File: config.mk
export PLATFORM = sky130hd
export DESIGN_NAME = pll_reset_tick_flat
export DESIGN_NICKNAME = d
export VERILOG_FILES = /design/src/rtl/pll_reset_tick_pkg.sv /design/src/rtl/pll_reset_tick_if.sv /design/src/rtl/pll_reset_tick_tick_div.sv /design/src/rtl/pll_reset_tick.sv /design/src/flat_wrapper.sv
export SDC_FILE = /design/constraint.sdc
export NUM_CORES = 1
export LEC_CHECK = 0
export BUFFER_PORTS_ARGS = -buffer_cell sky130_fd_sc_hd__buf_2
export CORE_UTILIZATION = 27
export CTS_BUF_LIST = sky130_fd_sc_hd__clkbuf_8
export DETAILED_ROUTE_END_ITERATION = 10
export GPL_TIMING_DRIVEN = 0
export PLACE_DENSITY_LB_ADDON = 0.08
export SLEW_MARGIN = 15
export SYNTH_ARGS = -nofsm -noshare
export SYNTH_HDL_FRONTEND = slang
export SYNTH_SLANG_ARGS = --single-unit
File: constraint.sdc
create_clock -name clock_in -period 10.75 [get_ports clock_in]
set_input_delay 1.075 -clock clock_in [delete_from_list [all_inputs] [get_ports clock_in]]
set_output_delay 1.075 -clock clock_in [all_outputs]
set_load 0.02 [all_outputs]
File: src/rtl/pll_reset_tick_pkg.sv
// Shared types and constants for the post-PLL reset/tick block.
// Default divisors assume an 18 MHz system clock.
package clkgen_pkg;

    typedef enum logic [1:0] {
        WAIT_LOCK = 2'd0,
        STABILISE = 2'd1,
        RUN       = 2'd2
    } state_t;

    localparam int LOSS_W = 8;

    localparam logic [15:0] DIV_1MS_18MHZ         = 16'd18000;
    localparam logic [15:0] DIV_BAUD_115200_18MHZ = 16'd156;

    // Channel-select width; never narrower than one bit.
    function automatic int sel_width(input int nch);
        return (nch > 1) ? $clog2(nch) : 1;
    endfunction

endpackage

File: src/rtl/pll_reset_tick_if.sv
// Divisor-programming / status bundle between the housekeeping block and its host.
// The master side programs divisors and clears the loss count; the slave reports reset, ticks and status.
interface pll_reset_tick_if #(
    parameter int NCH   = 2,
    parameter int DIV_W = 16
);
    localparam int SEL_W = clkgen_pkg::sel_width(NCH);

    logic                          div_wr;
    logic [SEL_W-1:0]              div_sel;
    logic [DIV_W-1:0]              div_data;
    logic                          loss_clr;
    logic                          sys_reset;
    logic [NCH-1:0]                tick;
    logic [clkgen_pkg::LOSS_W-1:0] loss_cnt;
    logic                          running;

    modport master (
        output div_wr, div_sel, div_data, loss_clr,
        input  sys_reset, tick, loss_cnt, running
    );

    modport slave (
        input  div_wr, div_sel, div_data, loss_clr,
        output sys_reset, tick, loss_cnt, running
    );

endinterface

File: src/rtl/pll_reset_tick_tick_div.sv
// One clock-enable channel: shadow/active divisor pair and a wrap counter.
// Tick is combinational from registered state; a divisor of 0 behaves as 1.
module tick_div #(
    parameter int               DIV_W = 16,
    parameter logic [DIV_W-1:0] INIT  = '0
) (
    input  logic             clock_in,
    input  logic             reset,
    input  logic             run,
    input  logic             wr,
    input  logic [DIV_W-1:0] wdata,
    output logic             tick
);
    logic [DIV_W-1:0] shadow;
    logic [DIV_W-1:0] active;
    logic [DIV_W-1:0] cnt;
    logic [DIV_W-1:0] shadow_nxt;
    logic [DIV_W-1:0] last;

    // A write landing on the wrap cycle is folded straight into the reload.
    assign shadow_nxt = wr ? wdata : shadow;
    assign last       = (active == '0) ? '0 : active - DIV_W'(1);
    assign tick       = run && (cnt == last);

    always_ff @(posedge clock_in or posedge reset) begin
        if (reset) begin
            shadow <= INIT;
            active <= INIT;
            cnt    <= '0;
        end else begin
            shadow <= shadow_nxt;
            if (!run || tick) begin
                cnt    <= '0;
                active <= shadow_nxt;
            end else begin
                cnt    <= cnt + DIV_W'(1);
            end
        end
    end

endmodule

File: src/rtl/pll_reset_tick.sv
// Lock-qualified system reset, NCH programmable tick channels and a saturating lock-loss counter.
// Reset asserts asynchronously on reset, LOCK_SYNC edges after lock loss; releases LOCK_SYNC+LOCK_STABLE edges after lock.
module pll_reset_tick
    import clkgen_pkg::*;
#(
    parameter int                     LOCK_SYNC   = 2,
    parameter int                     LOCK_STABLE = 1024,
    parameter int                     NCH         = 2,
    parameter int                     DIV_W       = 16,
    parameter logic [NCH*DIV_W-1:0]   DIV_INIT    = {DIV_1MS_18MHZ, DIV_BAUD_115200_18MHZ}
) (
    input  logic              clock_in,
    input  logic              reset,
    input  logic              locked,
    pll_reset_tick_if.slave   bus
);
    localparam int SEL_W  = sel_width(NCH);
    localparam int STAB_W = (LOCK_STABLE > 1) ? $clog2(LOCK_STABLE) : 1;
    localparam logic [STAB_W-1:0] STAB_LAST = STAB_W'(LOCK_STABLE - 1);

    logic [LOCK_SYNC-1:0] sync_q;
    logic                 lock_s;
    state_t               state;
    logic [STAB_W-1:0]    stab_cnt;
    logic [LOSS_W-1:0]    loss_q;
    logic                 run;
    logic                 loss_event;
    logic [NCH-1:0]       tick_vec;

    always_ff @(posedge clock_in or posedge reset) begin
        if (reset) begin
            sync_q <= '0;
        end else begin
            sync_q <= {sync_q[LOCK_SYNC-2:0], locked};
        end
    end

    assign lock_s = sync_q[LOCK_SYNC-1];

    always_ff @(posedge clock_in or posedge reset) begin
        if (reset) begin
            state    <= WAIT_LOCK;
            stab_cnt <= '0;
        end else begin
            case (state)
                WAIT_LOCK: begin
                    if (lock_s) begin
                        state    <= STABILISE;
                        stab_cnt <= '0;
                    end
                end
                STABILISE: begin
                    if (!lock_s) begin
                        state <= WAIT_LOCK;
                    end else if (stab_cnt == STAB_LAST) begin
                        state <= RUN;
                    end else begin
                        stab_cnt <= stab_cnt + STAB_W'(1);
                    end
                end
                RUN: begin
                    if (!lock_s) begin
                        state <= WAIT_LOCK;
                    end
                end
                default: state <= WAIT_LOCK;
            endcase
        end
    end

    // Only a loss out of RUN counts; a clear racing an increment leaves 1.
    assign loss_event = (state == RUN) && !lock_s;

    always_ff @(posedge clock_in or posedge reset) begin
        if (reset) begin
            loss_q <= '0;
        end else if (loss_event) begin
            if (bus.loss_clr) begin
                loss_q <= LOSS_W'(1);
            end else if (loss_q != '1) begin
                loss_q <= loss_q + LOSS_W'(1);
            end
        end else if (bus.loss_clr) begin
            loss_q <= '0;
        end
    end

    assign run           = (state == RUN);
    assign bus.sys_reset = !run;
    assign bus.running   = run;
    assign bus.loss_cnt  = loss_q;
    assign bus.tick      = tick_vec;

    for (genvar i = 0; i < NCH; i++) begin : g_ch
        tick_div #(
            .DIV_W (DIV_W),
            .INIT  (DIV_INIT[i*DIV_W +: DIV_W])
        ) u_div (
            .clock_in (clock_in),
            .reset    (reset),
            .run      (run),
            .wr       (bus.div_wr && (bus.div_sel == SEL_W'(i))),
            .wdata    (bus.div_data),
            .tick     (tick_vec[i])
        );
    end

endmodule
File: src/flat_wrapper.sv
// flat-port wrapper written by rule: the top's interface ports become plain ports
module pll_reset_tick_flat import clkgen_pkg::*;
#(
    parameter int                     LOCK_SYNC   = 2,
    parameter int                     LOCK_STABLE = 1024,
    parameter int                     NCH         = 2,
    parameter int                     DIV_W       = 16,
    parameter logic [NCH*DIV_W-1:0]   DIV_INIT    = {DIV_1MS_18MHZ, DIV_BAUD_115200_18MHZ}
)
  (clock_in, reset, locked, bus_div_wr, bus_div_sel, bus_div_data, bus_loss_clr, bus_sys_reset, bus_tick, bus_loss_cnt, bus_running);
  pll_reset_tick_if #(.NCH(NCH), .DIV_W(DIV_W)) bus_i ();
  input  logic clock_in;
  input  logic reset;
  input  logic locked;
  input wire logic [$bits(bus_i.div_wr)-1:0] bus_div_wr;
  input wire logic [$bits(bus_i.div_sel)-1:0] bus_div_sel;
  input wire logic [$bits(bus_i.div_data)-1:0] bus_div_data;
  input wire logic [$bits(bus_i.loss_clr)-1:0] bus_loss_clr;
  output wire logic [$bits(bus_i.sys_reset)-1:0] bus_sys_reset;
  output wire logic [$bits(bus_i.tick)-1:0] bus_tick;
  output wire logic [$bits(bus_i.loss_cnt)-1:0] bus_loss_cnt;
  output wire logic [$bits(bus_i.running)-1:0] bus_running;
  assign bus_i.div_wr = bus_div_wr;
  assign bus_i.div_sel = bus_div_sel;
  assign bus_i.div_data = bus_div_data;
  assign bus_i.loss_clr = bus_loss_clr;
  assign bus_sys_reset = bus_i.sys_reset;
  assign bus_tick = bus_i.tick;
  assign bus_loss_cnt = bus_i.loss_cnt;
  assign bus_running = bus_i.running;
  pll_reset_tick #(.LOCK_SYNC(LOCK_SYNC), .LOCK_STABLE(LOCK_STABLE), .NCH(NCH), .DIV_W(DIV_W), .DIV_INIT(DIV_INIT)) u_core (.clock_in(clock_in), .reset(reset), .locked(locked), .bus(bus_i));
endmodule
-- Yosys cells after proc, flatten, opt, wreduce, memory -nomap -nowiden
Cells that the tools add are included.
- flip-flop bits (word level): 118
- input port bits: 22
- word-level logic and storage cells: 65
- $add $sub $neg: 6
- equality and inequality tests: 11
- multiplexer cells: 19
- bitwise operators: 1
- reduce and logical (&&, ||, !) cells: 18
- operator list (cell ; count):
    16-bit two-way mux ; 6
    16-bit by 1-bit adder with 16-bit output, second input constant ; 2
    16-bit equality test ; 2
    16-bit zero test ; 2
    8-bit two-way mux ; 4
    16-bit by 1-bit subtractor with 16-bit output, second input constant ; 2
    10-bit two-way mux ; 3
    10-bit one-hot mux with 2 select lines ; 1
    10-bit by 1-bit adder with 10-bit output, second input constant ; 1
    10-bit equality test, second input constant ; 1
    8-bit by 1-bit adder with 8-bit output, second input constant ; 1
    2-bit two-way mux ; 4
    8-bit inequality test, second input constant ; 1
    2-bit one-hot mux with 3 select lines ; 1
    2-bit nonzero test ; 3
    1-bit logical AND ; 5
    2-bit by 1-bit inequality test with 1-bit output, second input constant ; 2
    2-bit inequality test, second input constant ; 2
    4-bit AND reduction ; 1
    3-bit inequality test, second input constant ; 1
    3-bit AND reduction ; 1
    2-bit by 1-bit equality test with 1-bit output, second input constant ; 1
    2-bit equality test, second input constant ; 1
    1-bit zero test ; 2
    other kinds (4) ; 5

-- Longest topological paths before layout
- depth in word-level cells: 6
- mapped depth: 13
- mapped depth without buffers: 10

-- Hierarchy
Synthesis repeated with hierarchy kept, for this count alone.
- cells, all modules: 651
- area, all modules: 6857.8 sq um
- modules (own cells, without submodules) (module ; times used ; cells each ; area an instance (sq um) ; sequential area each (sq um)):
    tick_div at u_core.g_ch[1].u_div ; 1 ; 269 ; 2865.2 ; 1213.7
    tick_div at u_core.g_ch[0].u_div ; 1 ; 269 ; 2862.7 ; 1211.2
    pll_reset_tick ; 1 ; 113 ; 1129.8 ; 550.5

-- Least setup slack after synthesis
Ideal clock, no wire load.
- path kind: reg2out
- from: register u_core.g_ch[0].u_div.active[0]
- to: output bus_tick[0]
- data arrival time: 2832 ps
- required time: 9675 ps
- slack: 6843 ps
- stages on the path, launching flop included: 11
- cells stage by stage: dfrtp_1 > inv_1 > ha_1 > nor3b_1 > nand4_1 > or4_1 > and3b_1 > a2111oi_0 > nand4_1 > nor2_1 > buf_4
- cells in the longest elaborated chain, start to end: 4
- elaborated cells between the ends (all ways): 5
- classes of those cells: add/sub: 1; eq/ne: 1; mux: 1; reduce/logical: 2
- ends and longest elaborated chain (element ; line ; text):
    start: declaration ; pll_reset_tick_tick_div.sv:15 ; logic [DIV_W-1:0] active;
    start signal: assignment ; pll_reset_tick_tick_div.sv:34 ; active <= shadow_nxt;
    16-bit by 1-bit subtractor with 16-bit output / 16-bit zero test (equally long branches) ; pll_reset_tick_tick_div.sv:22 ; assign last = (active == '0) ? '0 : active - DIV_W'(1);
    16-bit two-way mux * ; pll_reset_tick_tick_div.sv:22 ;
    16-bit equality test * ; pll_reset_tick_tick_div.sv:23 ; assign tick = run && (cnt == last);
    1-bit logical AND * ; pll_reset_tick_tick_div.sv:23 ;
    end: declaration ; flat_wrapper.sv:20 ; output wire logic [$bits(bus_i.tick)-1:0] bus_tick;
Mark *: on every way between the ends. The rest lies on a longest branch, timed or not.

-- Final worst setup path
Ends and elaborated chain as after synthesis.

==> reports/results.tsv <==
metric	value	unit
synth_most_common_cell	dfrtp_1	
synth_area	0.00638	mm²
h-tree-depth	4	
p_int	0.804	mW
dp_hpwl	11.4	mm
outcome	complete, no violations	
timing.final.crit_share	0.490	
reg2reg_depth	11	
wl_per_cell	15.7	µm
cp-end-kind	output pin	
ant_nets	0	
r2r_slack	6.57	ns
timing.rr.start	u_core.g_ch[0].u_div.active[0]$_DFFE_PP0P_	
synth_top_cell_by_area	dfrtp_1	
tns	0	ns
ys_warn_count	0	
ctsResizeCount	0	
diodes	0	
met2_usage	0.227	
synthAdderAreaFrac	0.0118	
finalHoldViolCount	0	
viasPerCell	4.79	
gr-usage-all-layers	0.136	
start_util	0.279	
hold_end	u_core.sync_q[1]$_DFF_PP0_	
arrival	4.19	ns
relSlewSlack	0.483	
drive_gt1_frac	0.207	
muxShareOfSynthArea	0.114	
ys_types	75	
io_pins	34	
antenna_found_initial	0	
portBuffers	32	
post_cts_buffers	0	
powerDensity	151	mW/mm²
finClkSkew	0.0111	ns
drtIter0Drc	186	
die-width	156	µm
fp.dieH	156	µm
switchingPower	0.312	mW
p_comb_frac	0.140	
worstSkewPairLatency	0.43	ns
cts.sinks	118	
drv_cap	0	
synth_top_family_by_area	simple AND/OR/NAND/NOR gates	
synth_xor_area_frac	0.0968	
postCtsHoldBufs	0	
timing.hold.worst.start	u_core.sync_q[0]$_DFF_PP0_	
grt_start_max_net_pins	83	
fin_crit	5.27	ns
power_frac_seq	0.465	
grtUsageMet1	0.172	
cp.required	9.68	ns
final_nets	687	
slew_viol_final	0	
overflow	0	
r2r_end	u_core.g_ch[0].u_div.active[6]$_DFFE_PP0P_	
die-area	0.0243	mm²
p_clk_frac	0.395	
clk_pin_slew_worst_paths	0.08	ns
cts-root-buf	clkbuf_8	
area_delta_synth_final	16.0	%
grt.met3_usage	0.0317	
synth_ff_type	dfrtp_1	
cts_buffers	17	
critPathKind	reg -> out	
rows	55	
yosys-top-cells-count	dfrtp_1, nor2_1, xor2_1	
min_path_cells	0	
grt_pass1_vias	4768	
stdcell_area	0.00741	mm²
p_leak	2.91	nW
syn_nets	635	
place_congestion	0.811	
synth_area_leaders	dfrtp_1, dfstp_2, mux2_2, mux2_1, xor2_1	
min_path_type	reg -> reg	
grt_pass1_wl	25.5	mm
finalSetupViolations	0	
worst_slew_pin_slew	0.768	ns
cts_max_path_buffers	2	
synth_edf_count	0	
core	0.0229	mm²
switching_share	0.280	
ir_drop	0.0703	mV
crit_fanout	6	
busiest_layer	met2	
synth_top_area_frac	0.392	
avgSynthCellArea	10.5	µm²
synth_compound_area_frac	0.0774	
synthesis.instances	607	
drc	0	
synth-simple-area-share	0.201	
first_pass_iters	4	
rsz0062_at_grt	false	
cp-start-kind	flop	
async_flop_share	1.00	
num_vias	4719	
synth_seq_area_share	0.466	
wirelength	15.4	mm
ys_seq_elements	118	
max_freq	190	MHz
cts_tree	yes	
place_area	0.00697	mm²
[kinds of logic (layout without fill, tap and decap cells)]
| group | Yosys count | after routing |
|---|---|---|
| fa+ha+maj | 6 | 6 |
| xor+xnor | 69 | 69 |
| flops | 118 | 118 |
| simple gates | 237 | 237 |
| mux | 65 | 65 |
| compound gates | 67 | 67 |
| buf+inv | 45 | 110 |
[worst max-delay path, cell delays in order (launching register included)]
cell and delay [ns]:
dfrtp_1 0.43, inv_1 0.14, ha_1 0.22, nor3b_1 0.64, nand4_1 0.37, or4_1 0.55, and3b_1 0.19, a2111oi_0 0.39
nand4_1 0.37, nor2_1 0.18, buf_4 0.13, buf_2 0.15
[through the flow]
stage	setup slack [ns]	std cells	total power, mW	hold WS [ns]	utilization
after detailed placement	5.87	953	0.686	0.336	0.304
after floorplan	6.58	607	0.638	0.331	-
after CTS	5.37	985	1.14	0.355	0.323
after global placement	5.02	952	0.681	0.340	0.303
final	5.48	985	1.12	0.352	0.323
after global routing	5.15	985	1.18	0.377	0.323
[final cells by class]
cell class | count | area [µm²]
fillers | 2378 | 15500
multi-input cells | 444 | 3210
flip-flops and latches | 118 | 2980
well taps | 313 | 392
clock buffers | 19 | 262
repair buffers | 33 | 188
clock inverters | 13 | 171
plain buffers | 29 | 146
inverters | 16 | 65.1
[cells in the final DEF (no fill, tap or decap), types with 3 or more instances in the layout]
| cell | count |
|---|---|
| a21oi_1 | 11 |
| a31oi_1 | 3 |
| and3_1 | 11 |
| and4_1 | 5 |
| buf_2 | 35 |
| buf_4 | 5 |
| bufinv_16 | 3 |
| clkbuf_1 | 18 |
| clkbuf_8 | 19 |
| clkinv_4 | 4 |
| dfrtp_1 | 100 |
| dfstp_2 | 18 |
| ha_1 | 6 |
| inv_1 | 14 |
| inv_6 | 4 |
| mux2_1 | 30 |
| mux2_2 | 32 |
| mux2i_1 | 3 |
| nand2_1 | 27 |
| nand2b_1 | 4 |
| nand3_1 | 30 |
| nand4_1 | 17 |
| nor2_1 | 72 |
| nor2b_1 | 3 |
| nor3_1 | 15 |
| nor3_2 | 3 |
| nor3b_1 | 4 |
| nor4_1 | 11 |
| nor4_2 | 3 |
| o2111ai_1 | 4 |
| o21ai_0 | 10 |
| o21ai_1 | 3 |
| o22ai_1 | 3 |
| or3_1 | 10 |
| or4_1 | 8 |
| xnor2_1 | 32 |
| xor2_1 | 36 |
[worst max-delay path by stage]
stage,from,slack (ns),cells after the start,endpoint
global placement,reset,5.02,2,u_core.g_ch[0].u_div.shadow[13]$_DFF_PP0_
floorplan,reset,6.58,1,u_core.bus.loss_cnt[0]$_DFFE_PP0P_
CTS,u_core.g_ch[0].u_div.active[0]$_DFFE_PP0P_,5.37,11,bus_tick[0]
detailed placement,u_core.g_ch[0].u_div.active[0]$_DFFE_PP0P_,5.87,11,bus_tick[0]
global route,u_core.g_ch[0].u_div.active[0]$_DFFE_PP0P_,5.15,11,bus_tick[0]
finish,u_core.g_ch[0].u_div.active[0]$_DFFE_PP0P_,5.48,11,bus_tick[0]
[flip-flops by register name, summed over array words and instances, names as in the netlist]
register                  cells
u_core.bus.loss_cnt           8
u_core.g_ch.u_div.active     32
u_core.g_ch.u_div.cnt        32
u_core.g_ch.u_div.shadow     32
u_core.stab_cnt              10
u_core.state                  2
u_core.sync_q                 2
[per-layer routing]
metal	wire, µm	up-vias
li1	-	2296
met1	7220	2362
met2	7660	46
met3	313	15
met4	235	0
met5	0	-
[power groups by stage]
| stage | registers (mW) | clock network, mW | logic [mW] |
|---|---|---|---|
| floorplan | 0.518 | 0 | 0.120 |
| global placement | 0.527 | 0 | 0.154 |
| detailed placement | 0.528 | 0 | 0.158 |
| CTS | 0.519 | 0.459 | 0.159 |
| global route | 0.525 | 0.479 | 0.175 |
| finish | 0.519 | 0.440 | 0.157 |
Power figures use the tool's default switching activity.
